--- src/rtl/rx_point_test_tx_ctrl_if.sv ---
// ---------------------------------------------------------------------------
// rx_point_test_tx_ctrl_if
//   Sideband message bundle between the point-test TX controller (master)
//   and the sideband wrapper (slave).
//
//   Request side (master -> slave):
//     o_encoded_SB_msg_tx   message code to send
//     o_valid_tx            message request
//     o_sb_data_pattern, o_sb_burst_count, o_sb_comparison_mode,
//     o_clock_phase         data fields carried with the request
//   Response side (slave -> master):
//     i_decoded_SB_msg      decoded partner message, valid for one cycle
//     i_falling_edge_busy   wrapper finished sending the current message
//     i_rx_valid            RX-side controller currently owns the sideband
//
//   Handshake: o_valid_tx rises when the master issues a message and stays
//   high until the wrapper reports i_falling_edge_busy while the RX side is
//   not using the sideband (i_rx_valid low); a new issue in that same cycle
//   keeps it high.
// ---------------------------------------------------------------------------
interface rx_point_test_tx_ctrl_if #(
  parameter int SB_MSG_WIDTH = 4
);
  logic [SB_MSG_WIDTH-1:0] i_decoded_SB_msg;
  logic                    i_falling_edge_busy;
  logic                    i_rx_valid;
  logic [SB_MSG_WIDTH-1:0] o_encoded_SB_msg_tx;
  logic                    o_sb_data_pattern;
  logic                    o_sb_burst_count;
  logic                    o_sb_comparison_mode;
  logic [1:0]              o_clock_phase;
  logic                    o_valid_tx;

  modport master (
    input  i_decoded_SB_msg, i_falling_edge_busy, i_rx_valid,
    output o_encoded_SB_msg_tx, o_sb_data_pattern, o_sb_burst_count,
           o_sb_comparison_mode, o_clock_phase, o_valid_tx
  );

  modport slave (
    output i_decoded_SB_msg, i_falling_edge_busy, i_rx_valid,
    input  o_encoded_SB_msg_tx, o_sb_data_pattern, o_sb_burst_count,
           o_sb_comparison_mode, o_clock_phase, o_valid_tx
  );
endinterface

--- src/rtl/rx_point_test_tx_ctrl.sv ---
// ---------------------------------------------------------------------------
// rx_point_test_tx_ctrl
//   TX-side controller for the RX-initiated data-to-clock point test.
//   Runs START / LFSR_CLR / COUNT_DONE / END sideband exchanges with the
//   partner, drives the mainband pattern generator, repeats the
//   clear/send/count-done loop for the requested number of iterations and
//   exits with an error if any response takes too long.
//
//   Ports:
//     i_clk, i_rst          clock, asynchronous active-high reset
//     i_pt_en               LTSM enable; low returns to IDLE
//     i_valvref_sel, i_pattern_sel, i_burst_sel, i_compare_mode,
//     i_clock_phase, i_iterations
//                           test configuration, latched at test start
//     i_pattern_finished    pulse from the pattern generator
//     sb                    sideband bundle (master side)
//     o_mainband_pattern_generator_cw  00 idle, 01 clear, 10 LFSR, 11 lane ID
//     o_val_pattern_en      valid-lane pattern enable
//     o_iter_cnt            completed iterations
//     o_pt_done_tx          test finished (success or error)
//     o_pt_error            response timeout occurred
//     o_dbg_state           current FSM state
// ---------------------------------------------------------------------------
module rx_point_test_tx_ctrl #(
  parameter int SB_MSG_WIDTH   = 4,
  parameter int ITER_WIDTH     = 4,
  parameter int TIMEOUT_CYCLES = 8000
) (
  input  logic                  i_clk,
  input  logic                  i_rst,
  input  logic                  i_pt_en,
  input  logic                  i_valvref_sel,
  input  logic                  i_pattern_sel,
  input  logic                  i_burst_sel,
  input  logic                  i_compare_mode,
  input  logic [1:0]            i_clock_phase,
  input  logic [ITER_WIDTH-1:0] i_iterations,
  input  logic                  i_pattern_finished,
  rx_point_test_tx_ctrl_if.master sb,
  output logic [1:0]            o_mainband_pattern_generator_cw,
  output logic                  o_val_pattern_en,
  output logic [ITER_WIDTH-1:0] o_iter_cnt,
  output logic                  o_pt_done_tx,
  output logic                  o_pt_error,
  output logic [2:0]            o_dbg_state
);

  localparam logic [2:0] ST_IDLE  = 3'd0;
  localparam logic [2:0] ST_START = 3'd1;
  localparam logic [2:0] ST_CLR   = 3'd2;
  localparam logic [2:0] ST_SEND  = 3'd3;
  localparam logic [2:0] ST_CNT   = 3'd4;
  localparam logic [2:0] ST_END   = 3'd5;
  localparam logic [2:0] ST_DONE  = 3'd6;
  localparam logic [2:0] ST_ERROR = 3'd7;

  localparam logic [SB_MSG_WIDTH-1:0] MSG_START_REQ  = SB_MSG_WIDTH'(1);
  localparam logic [SB_MSG_WIDTH-1:0] MSG_START_RESP = SB_MSG_WIDTH'(2);
  localparam logic [SB_MSG_WIDTH-1:0] MSG_CLR_REQ    = SB_MSG_WIDTH'(3);
  localparam logic [SB_MSG_WIDTH-1:0] MSG_CLR_RESP   = SB_MSG_WIDTH'(4);
  localparam logic [SB_MSG_WIDTH-1:0] MSG_CNT_REQ    = SB_MSG_WIDTH'(5);
  localparam logic [SB_MSG_WIDTH-1:0] MSG_CNT_RESP   = SB_MSG_WIDTH'(6);
  localparam logic [SB_MSG_WIDTH-1:0] MSG_END_REQ    = SB_MSG_WIDTH'(7);
  localparam logic [SB_MSG_WIDTH-1:0] MSG_END_RESP   = SB_MSG_WIDTH'(8);

  localparam logic [1:0] CW_IDLE = 2'b00;
  localparam logic [1:0] CW_CLR  = 2'b01;
  localparam logic [1:0] CW_LFSR = 2'b10;
  localparam logic [1:0] CW_ID   = 2'b11;

  // Counter only needs to reach TIMEOUT_CYCLES-1.
  localparam int WAIT_W = (TIMEOUT_CYCLES > 2) ? $clog2(TIMEOUT_CYCLES) : 1;
  localparam logic [WAIT_W-1:0] WAIT_MAX = WAIT_W'(TIMEOUT_CYCLES - 1);

  logic [2:0]              state_q, state_d;
  logic [WAIT_W-1:0]       wait_q, wait_d;
  logic [ITER_WIDTH-1:0]   iter_q, iter_d;
  logic [ITER_WIDTH-1:0]   cfg_iter_q, cfg_iter_d;
  logic                    cfg_valvref_q, cfg_valvref_d;
  logic                    cfg_pattern_q, cfg_pattern_d;
  logic [SB_MSG_WIDTH-1:0] msg_q, msg_d;
  logic                    valid_q, valid_d;
  logic                    pat_q, pat_d;
  logic                    burst_q, burst_d;
  logic                    cmp_q, cmp_d;
  logic [1:0]              phase_q, phase_d;
  logic [1:0]              cw_q, cw_d;
  logic                    ven_q, ven_d;
  logic                    done_q, done_d;
  logic                    err_q, err_d;

  logic                    timeout;
  logic                    waiting;
  logic [ITER_WIDTH:0]     iter_next;
  logic [ITER_WIDTH:0]     eff_iter;

  assign timeout   = (wait_q == WAIT_MAX);
  assign waiting   = (state_q == ST_START) || (state_q == ST_CLR) ||
                     (state_q == ST_CNT)   || (state_q == ST_END);
  assign iter_next = {1'b0, iter_q} + (ITER_WIDTH+1)'(1);
  // A zero iteration request still runs one pass.
  assign eff_iter  = (cfg_iter_q == '0) ? (ITER_WIDTH+1)'(1) : {1'b0, cfg_iter_q};

  always_comb begin
    state_d       = state_q;
    wait_d        = wait_q;
    iter_d        = iter_q;
    cfg_iter_d    = cfg_iter_q;
    cfg_valvref_d = cfg_valvref_q;
    cfg_pattern_d = cfg_pattern_q;
    msg_d         = msg_q;
    valid_d       = valid_q;
    pat_d         = pat_q;
    burst_d       = burst_q;
    cmp_d         = cmp_q;
    phase_d       = phase_q;
    cw_d          = cw_q;
    ven_d         = ven_q;
    done_d        = done_q;
    err_d         = err_q;

    // Wrapper release; any message issue below overrides it.
    if (sb.i_falling_edge_busy && !sb.i_rx_valid) valid_d = 1'b0;

    if (!i_pt_en) begin
      // Disable leaves outputs alone for one cycle; IDLE then clears them.
      state_d = ST_IDLE;
      if (state_q == ST_IDLE) begin
        iter_d = '0; cfg_iter_d = '0; cfg_valvref_d = 1'b0; cfg_pattern_d = 1'b0;
        msg_d = '0; valid_d = 1'b0; pat_d = 1'b0; burst_d = 1'b0; cmp_d = 1'b0;
        phase_d = 2'b00; cw_d = CW_IDLE; ven_d = 1'b0; done_d = 1'b0; err_d = 1'b0;
      end
    end else begin
      case (state_q)
        ST_IDLE: begin
          state_d       = ST_START;
          iter_d        = '0;
          cfg_iter_d    = i_iterations;
          cfg_valvref_d = i_valvref_sel;
          cfg_pattern_d = i_pattern_sel;
          msg_d         = MSG_START_REQ;
          valid_d       = 1'b1;
          pat_d         = i_pattern_sel & ~i_valvref_sel;
          burst_d       = i_burst_sel;
          cmp_d         = i_compare_mode;
          phase_d       = i_clock_phase;
          cw_d          = CW_IDLE;
          ven_d         = 1'b0;
          done_d        = 1'b0;
          err_d         = 1'b0;
        end
        ST_START: begin
          if (sb.i_decoded_SB_msg == MSG_START_RESP) begin
            state_d = ST_CLR; msg_d = MSG_CLR_REQ; cw_d = CW_CLR; valid_d = 1'b1;
          end else if (timeout) begin
            state_d = ST_ERROR;
          end
        end
        ST_CLR: begin
          if (sb.i_decoded_SB_msg == MSG_CLR_RESP) begin
            state_d = ST_SEND;
            if (cfg_valvref_q) begin
              cw_d  = CW_IDLE;
              ven_d = 1'b1;
            end else begin
              cw_d  = cfg_pattern_q ? CW_ID : CW_LFSR;
            end
          end else if (timeout) begin
            state_d = ST_ERROR;
          end
        end
        ST_SEND: begin
          if (i_pattern_finished) begin
            state_d = ST_CNT; msg_d = MSG_CNT_REQ; cw_d = CW_IDLE; ven_d = 1'b0;
            valid_d = 1'b1;
          end
        end
        ST_CNT: begin
          if (sb.i_decoded_SB_msg == MSG_CNT_RESP) begin
            iter_d  = iter_next[ITER_WIDTH-1:0];
            valid_d = 1'b1;
            if (iter_next < eff_iter) begin
              state_d = ST_CLR; msg_d = MSG_CLR_REQ; cw_d = CW_CLR;
            end else begin
              state_d = ST_END; msg_d = MSG_END_REQ;
            end
          end else if (timeout) begin
            state_d = ST_ERROR;
          end
        end
        ST_END: begin
          if (sb.i_decoded_SB_msg == MSG_END_RESP) begin
            state_d = ST_DONE; done_d = 1'b1;
          end else if (timeout) begin
            state_d = ST_ERROR;
          end
        end
        default: ; // DONE / ERROR hold until the enable drops
      endcase

      if ((state_q != ST_ERROR) && (state_d == ST_ERROR)) begin
        done_d = 1'b1; err_d = 1'b1; cw_d = CW_IDLE; ven_d = 1'b0;
      end
    end

    // Wait counter: cleared on entry, saturating count in waiting states.
    if (state_d != state_q)             wait_d = '0;
    else if (waiting && !timeout)       wait_d = wait_q + WAIT_W'(1);
  end

  always_ff @(posedge i_clk or posedge i_rst) begin
    if (i_rst) begin
      state_q       <= ST_IDLE;
      wait_q        <= '0;
      iter_q        <= '0;
      cfg_iter_q    <= '0;
      cfg_valvref_q <= 1'b0;
      cfg_pattern_q <= 1'b0;
      msg_q         <= '0;
      valid_q       <= 1'b0;
      pat_q         <= 1'b0;
      burst_q       <= 1'b0;
      cmp_q         <= 1'b0;
      phase_q       <= 2'b00;
      cw_q          <= CW_IDLE;
      ven_q         <= 1'b0;
      done_q        <= 1'b0;
      err_q         <= 1'b0;
    end else begin
      state_q       <= state_d;
      wait_q        <= wait_d;
      iter_q        <= iter_d;
      cfg_iter_q    <= cfg_iter_d;
      cfg_valvref_q <= cfg_valvref_d;
      cfg_pattern_q <= cfg_pattern_d;
      msg_q         <= msg_d;
      valid_q       <= valid_d;
      pat_q         <= pat_d;
      burst_q       <= burst_d;
      cmp_q         <= cmp_d;
      phase_q       <= phase_d;
      cw_q          <= cw_d;
      ven_q         <= ven_d;
      done_q        <= done_d;
      err_q         <= err_d;
    end
  end

  assign sb.o_encoded_SB_msg_tx           = msg_q;
  assign sb.o_valid_tx                    = valid_q;
  assign sb.o_sb_data_pattern             = pat_q;
  assign sb.o_sb_burst_count              = burst_q;
  assign sb.o_sb_comparison_mode          = cmp_q;
  assign sb.o_clock_phase                 = phase_q;
  assign o_mainband_pattern_generator_cw  = cw_q;
  assign o_val_pattern_en                 = ven_q;
  assign o_iter_cnt                       = iter_q;
  assign o_pt_done_tx                     = done_q;
  assign o_pt_error                       = err_q;
  assign o_dbg_state                      = state_q;

endmodule

--- src/flat_wrapper.sv ---
// flat-port wrapper written by rule: the top's interface ports become plain ports
module rx_point_test_tx_ctrl_flat 
#(
  parameter int SB_MSG_WIDTH   = 4,
  parameter int ITER_WIDTH     = 4,
  parameter int TIMEOUT_CYCLES = 8000
)
  (i_clk, i_rst, i_pt_en, i_valvref_sel, i_pattern_sel, i_burst_sel, i_compare_mode, i_clock_phase, i_iterations, i_pattern_finished, o_mainband_pattern_generator_cw, o_val_pattern_en, o_iter_cnt, o_pt_done_tx, o_pt_error, o_dbg_state, sb_i_decoded_SB_msg, sb_i_falling_edge_busy, sb_i_rx_valid, sb_o_encoded_SB_msg_tx, sb_o_sb_data_pattern, sb_o_sb_burst_count, sb_o_sb_comparison_mode, sb_o_clock_phase, sb_o_valid_tx);
  rx_point_test_tx_ctrl_if #(.SB_MSG_WIDTH(SB_MSG_WIDTH)) sb_i ();
  input  logic i_clk;
  input  logic i_rst;
  input  logic i_pt_en;
  input  logic i_valvref_sel;
  input  logic i_pattern_sel;
  input  logic i_burst_sel;
  input  logic i_compare_mode;
  input  logic [1:0] i_clock_phase;
  input  logic [ITER_WIDTH-1:0] i_iterations;
  input  logic i_pattern_finished;
  output logic [1:0] o_mainband_pattern_generator_cw;
  output logic o_val_pattern_en;
  output logic [ITER_WIDTH-1:0] o_iter_cnt;
  output logic o_pt_done_tx;
  output logic o_pt_error;
  output logic [2:0] o_dbg_state;
  input wire logic [$bits(sb_i.i_decoded_SB_msg)-1:0] sb_i_decoded_SB_msg;
  input wire logic [$bits(sb_i.i_falling_edge_busy)-1:0] sb_i_falling_edge_busy;
  input wire logic [$bits(sb_i.i_rx_valid)-1:0] sb_i_rx_valid;
  output wire logic [$bits(sb_i.o_encoded_SB_msg_tx)-1:0] sb_o_encoded_SB_msg_tx;
  output wire logic [$bits(sb_i.o_sb_data_pattern)-1:0] sb_o_sb_data_pattern;
  output wire logic [$bits(sb_i.o_sb_burst_count)-1:0] sb_o_sb_burst_count;
  output wire logic [$bits(sb_i.o_sb_comparison_mode)-1:0] sb_o_sb_comparison_mode;
  output wire logic [$bits(sb_i.o_clock_phase)-1:0] sb_o_clock_phase;
  output wire logic [$bits(sb_i.o_valid_tx)-1:0] sb_o_valid_tx;
  assign sb_i.i_decoded_SB_msg = sb_i_decoded_SB_msg;
  assign sb_i.i_falling_edge_busy = sb_i_falling_edge_busy;
  assign sb_i.i_rx_valid = sb_i_rx_valid;
  assign sb_o_encoded_SB_msg_tx = sb_i.o_encoded_SB_msg_tx;
  assign sb_o_sb_data_pattern = sb_i.o_sb_data_pattern;
  assign sb_o_sb_burst_count = sb_i.o_sb_burst_count;
  assign sb_o_sb_comparison_mode = sb_i.o_sb_comparison_mode;
  assign sb_o_clock_phase = sb_i.o_clock_phase;
  assign sb_o_valid_tx = sb_i.o_valid_tx;
  rx_point_test_tx_ctrl #(.SB_MSG_WIDTH(SB_MSG_WIDTH), .ITER_WIDTH(ITER_WIDTH), .TIMEOUT_CYCLES(TIMEOUT_CYCLES)) u_core (.i_clk(i_clk), .i_rst(i_rst), .i_pt_en(i_pt_en), .i_valvref_sel(i_valvref_sel), .i_pattern_sel(i_pattern_sel), .i_burst_sel(i_burst_sel), .i_compare_mode(i_compare_mode), .i_clock_phase(i_clock_phase), .i_iterations(i_iterations), .i_pattern_finished(i_pattern_finished), .sb(sb_i), .o_mainband_pattern_generator_cw(o_mainband_pattern_generator_cw), .o_val_pattern_en(o_val_pattern_en), .o_iter_cnt(o_iter_cnt), .o_pt_done_tx(o_pt_done_tx), .o_pt_error(o_pt_error), .o_dbg_state(o_dbg_state));
endmodule
--- config.mk ---
export PLATFORM = sky130hd
export DESIGN_NAME = rx_point_test_tx_ctrl_flat
export DESIGN_NICKNAME = d
export VERILOG_FILES = /design/src/rtl/rx_point_test_tx_ctrl_if.sv /design/src/rtl/rx_point_test_tx_ctrl.sv /design/src/flat_wrapper.sv
export SDC_FILE = /design/constraint.sdc
export NUM_CORES = 1
export LEC_CHECK = 0
export ABC_AREA = 1
export CORE_MARGIN = 3
export CORE_UTILIZATION = 46
export CTS_CLUSTER_DIAMETER = 80
export DETAILED_ROUTE_END_ITERATION = 16
export PLACE_DENSITY = 0.77
export SKIP_CTS_REPAIR_TIMING = 1
export SLEW_MARGIN = 10
export SYNTH_ARGS = -nofsm -noshare
export SYNTH_HDL_FRONTEND = slang
export SYNTH_SLANG_ARGS = --single-unit
--- constraint.sdc ---
create_clock -name i_clk -period 2.5 [get_ports i_clk]
set_input_delay 0.625 -clock i_clk [delete_from_list [all_inputs] [get_ports i_clk]]
set_output_delay 0.625 -clock i_clk [all_outputs]
set_load 0.01 [all_outputs]
==> flow_metrics.env <==
export IMPL_met2_usage=0.312
export IMPL_dp_hpwl_microns=4100
export IMPL_first_iter_violations=113
export IMPL_cts_tree="yes"
export IMPL_die_area_sq_um=6090
export IMPL_synth_warnings=0
export IMPL_pin_count=42
export IMPL_p_sw_uw=486
export IMPL_grt_usage=0.197
export IMPL_async_reset_ff_frac=1.00
export IMPL_crit_arrival_ns=2.66
export IMPL_end_kind="flop"
export IMPL_period_share=0.979
export IMPL_h_tree_depth=2
export IMPL_setup_viol=0
export IMPL_powerDensity_nw_per_um2=480
export IMPL_min_period_ns=2.45
export IMPL_synthTopCellsByCount="nand2_1 (74), dfrtp_1 (40), inv_1 (30)"
export IMPL_clk_pin_slew_ns=0.08
export IMPL_dr_pass1_iters=4
export IMPL_ys_ff_latch=40
export IMPL_clock_path_buffers=2
export IMPL_fillers=409
export IMPL_drive_gt1_frac=0.245
export IMPL_grt_pass1_vias=2150
export IMPL_place_congestion=0.889
export IMPL_ys_seq_area_frac=0.419
export IMPL_yosysMostFrequentCell="nand2_1"
export IMPL_wire_per_inst_microns=13.0
export IMPL_synth_top_cell_area_share=0.419
export IMPL_syn_avg_cell_area_sq_um=8.02
export IMPL_routed_wl_microns=5660
export IMPL_ant_nets=0
export IMPL_dp_cells=422
export IMPL_ff_latch_area_sq_um=1000
export IMPL_dp_slack_ns=-0.0624
export IMPL_swShare=0.311
export IMPL_multiInputGateArea_sq_um=1310
export IMPL_synth_area_sq_um=2390
export IMPL_cap_violations=0
export IMPL_syn_inst=298
export IMPL_crit_chain="ha_2, xor2_2, ha_1, a21oi_2, nand2_1, nor2_4, nand3_2, nand2_2, nand2_2, nand2_2, xor2_2, nand3_2, buf_12, nor3_2"
export IMPL_grtUsageMet1=0.274
export IMPL_crit_slowest_cell="dfrtp_1"
export IMPL_p_clk_frac=0.261
export IMPL_outcome="finished, final reports clean"
export IMPL_use_met3=0.0401
export IMPL_stdcell_count=434
export IMPL_ys_types=35
export IMPL_antenna_found_initial=0
export IMPL_fmax_mhz=409
export IMPL_grt_max_degree=41
export IMPL_synth_main_ff_cell="dfrtp_1"
export IMPL_crit_top_cell="nand2_2"
export IMPL_cp_data_required_time_ns=2.71
export IMPL_via_per_inst=5.06
export IMPL_p_comb_frac=0.271
export IMPL_initial_utilization=0.489
export IMPL_cp_slowest_stage_delay_ns=0.42
export IMPL_crit_path_max_fanout=13
export IMPL_rsz0062_at_grt="true"
export IMPL_finalHoldViolCount=0
export IMPL_synth_fp_nets=323
export IMPL_leakage_nw=1.52
export IMPL_fp_dieH_microns=78.1
export IMPL_grt_first_pass_wirelength_microns=9700
export IMPL_slew_viol_final=0
export IMPL_syn_to_final_growth_pct=36.1
export IMPL_path_class="reg -> reg"
export IMPL_worst_slack_ns=0.0537
export IMPL_cts_buffers=5
export IMPL_synthTopCellsByArea="dfrtp_1 (42%), nand2_1 (12%), nor3_2 (5.0%), inv_1 (4.7%), nor2_1 (4.4%)"
export IMPL_vias=2196
export IMPL_root_buffer="clkbuf_8"
export IMPL_clock_sinks=40
export IMPL_p_int_mw=1.08
export IMPL_nets=392
export IMPL_antennaDiodeCount=0
export IMPL_row_count=25
export IMPL_core_sq_um=4880
export IMPL_io_buffers=40
export IMPL_busiest_layer="met2"
export IMPL_synth_edff_count=0
export IMPL_irDropWorstVdd_mv=0.311
export IMPL_start_kind="flop"
export IMPL_fin_skew_ns=0.00627
export IMPL_die_x_microns=78.1
export IMPL_clk_latency_ns=0.29
export IMPL_seq_power_share=0.467
export IMPL_hold_path_class="reg -> reg"
export IMPL_gr_total_overflow=0
export IMPL_drc=0
export IMPL_yosysTopAreaCell="dfrtp_1"
## stage by stage
stage	cell area, sq um	setup TNS, ns	utilization	power (mW)	hold slack, ns
2_1_floorplan	2390	0	-	0.973	0.450
3_3_place_gp	3020	-0.509	0.619	1.14	0.474
3_5_place_dp	3020	-0.261	0.619	1.14	0.490
4_1_cts	3100	-0.0318	0.636	1.56	0.507
5_1_grt	3250	-0.941	0.666	1.66	0.523
6_report	3250	0	0.666	1.56	0.493
## worst paths after layout
path | start | to | slack [ns] | depth (start not counted)
max | u_core.o_iter_cnt[0] | u_core.wait_q[11] | 0.05 | 14
min | u_core.o_mainband_pattern_generator_cw[1] | u_core.o_mainband_pattern_generator_cw[1] | 0.49 | 2
max reg2reg | u_core.o_iter_cnt[0] | u_core.wait_q[11] | 0.05 | 14
min in group asynchronous | i_rst | u_core.wait_q[11] | 0.75 | 3
max in group asynchronous | i_rst | u_core.o_mainband_pattern_generator_cw[1] | 1.40 | 3
min reg2reg | u_core.o_mainband_pattern_generator_cw[1] | u_core.o_mainband_pattern_generator_cw[1] | 0.49 | 2
## power by group through the flow
stage / logic (mW) / clock network [mW] / registers (mW)
floorplan: 0.226 / 0 / 0.746
global placement: 0.394 / 0 / 0.741
detailed placement: 0.403 / 0 / 0.741
CTS: 0.405 / 0.429 / 0.730
global route: 0.473 / 0.453 / 0.738
finish: 0.424 / 0.408 / 0.730
## cell usage in the layout (no fill, tap or decap), drive strengths merged
cell type / instances
a22o: 4
dfrtp: 40
clkbuf: 5
xnor2: 3
nand3b: 1
nor2: 32
nor4: 1
or2: 1
xor2: 12
ha: 5
o221ai: 1
nor3: 16
nand4: 4
clkinvlp: 1
nand3: 23
clkdlybuf4s50: 40
buf: 28
o22ai: 1
a31oi: 2
a21oi: 7
a21boi: 1
and3: 1
nand2: 80
conb: 1
o211ai: 2
clkinv: 2
o21ai: 19
inv: 34
## state kept, by name, indices dropped and copies added, names as in the netlist, 2 cells and up
signal and cells:
u_core.cfg_iter_q 4, u_core.o_dbg_state 3, u_core.o_iter_cnt 4, u_core.o_mainband_pattern_generator_cw 2, u_core.sb.o_clock_phase 2, u_core.sb.o_encoded_SB_msg_tx 3
u_core.wait_q 13
## routing by layer
layer / up-vias / wire length [microns]
met1: 1031 / 2580
li1: 1097 / -
met2: 62 / 2720
met3: 6 / 298
met5: - / 0
met4: 0 / 63
## critical path: cells and delay by family, from the launching register on
kind                       cells  cell delay, ns
AOI/OAI and AO/OA              1            0.14
xor gates and xnor gates       2            0.33
adders and majority gates      2            0.43
buffers and inverters          1            0.16
DFF                            1            0.42
and+or+nand+nor                8            0.88
## cells by family after synthesis
family,count (synthesis),synth area share
and+or+nand+nor,159,0.321
buffers and inverters,41,0.0760
other,1,0.00157
adders and majority gates,5,0.0262
AOI/OAI and AO/OA,37,0.0948
xor gates and xnor gates,15,0.0613
DFF,40,0.419
## layout make-up
cell class	instances	area share
Clock buffer	5	0.0212
Clock inverter	2	0.00385
Inverter	35	0.0404
Multi-Input combinational cell	217	0.403
Sequential cell	40	0.308
Tap cell	67	0.0258
Timing Repair Buffer	68	0.198
No activity file was read; power rests on OpenSTA's default activity.
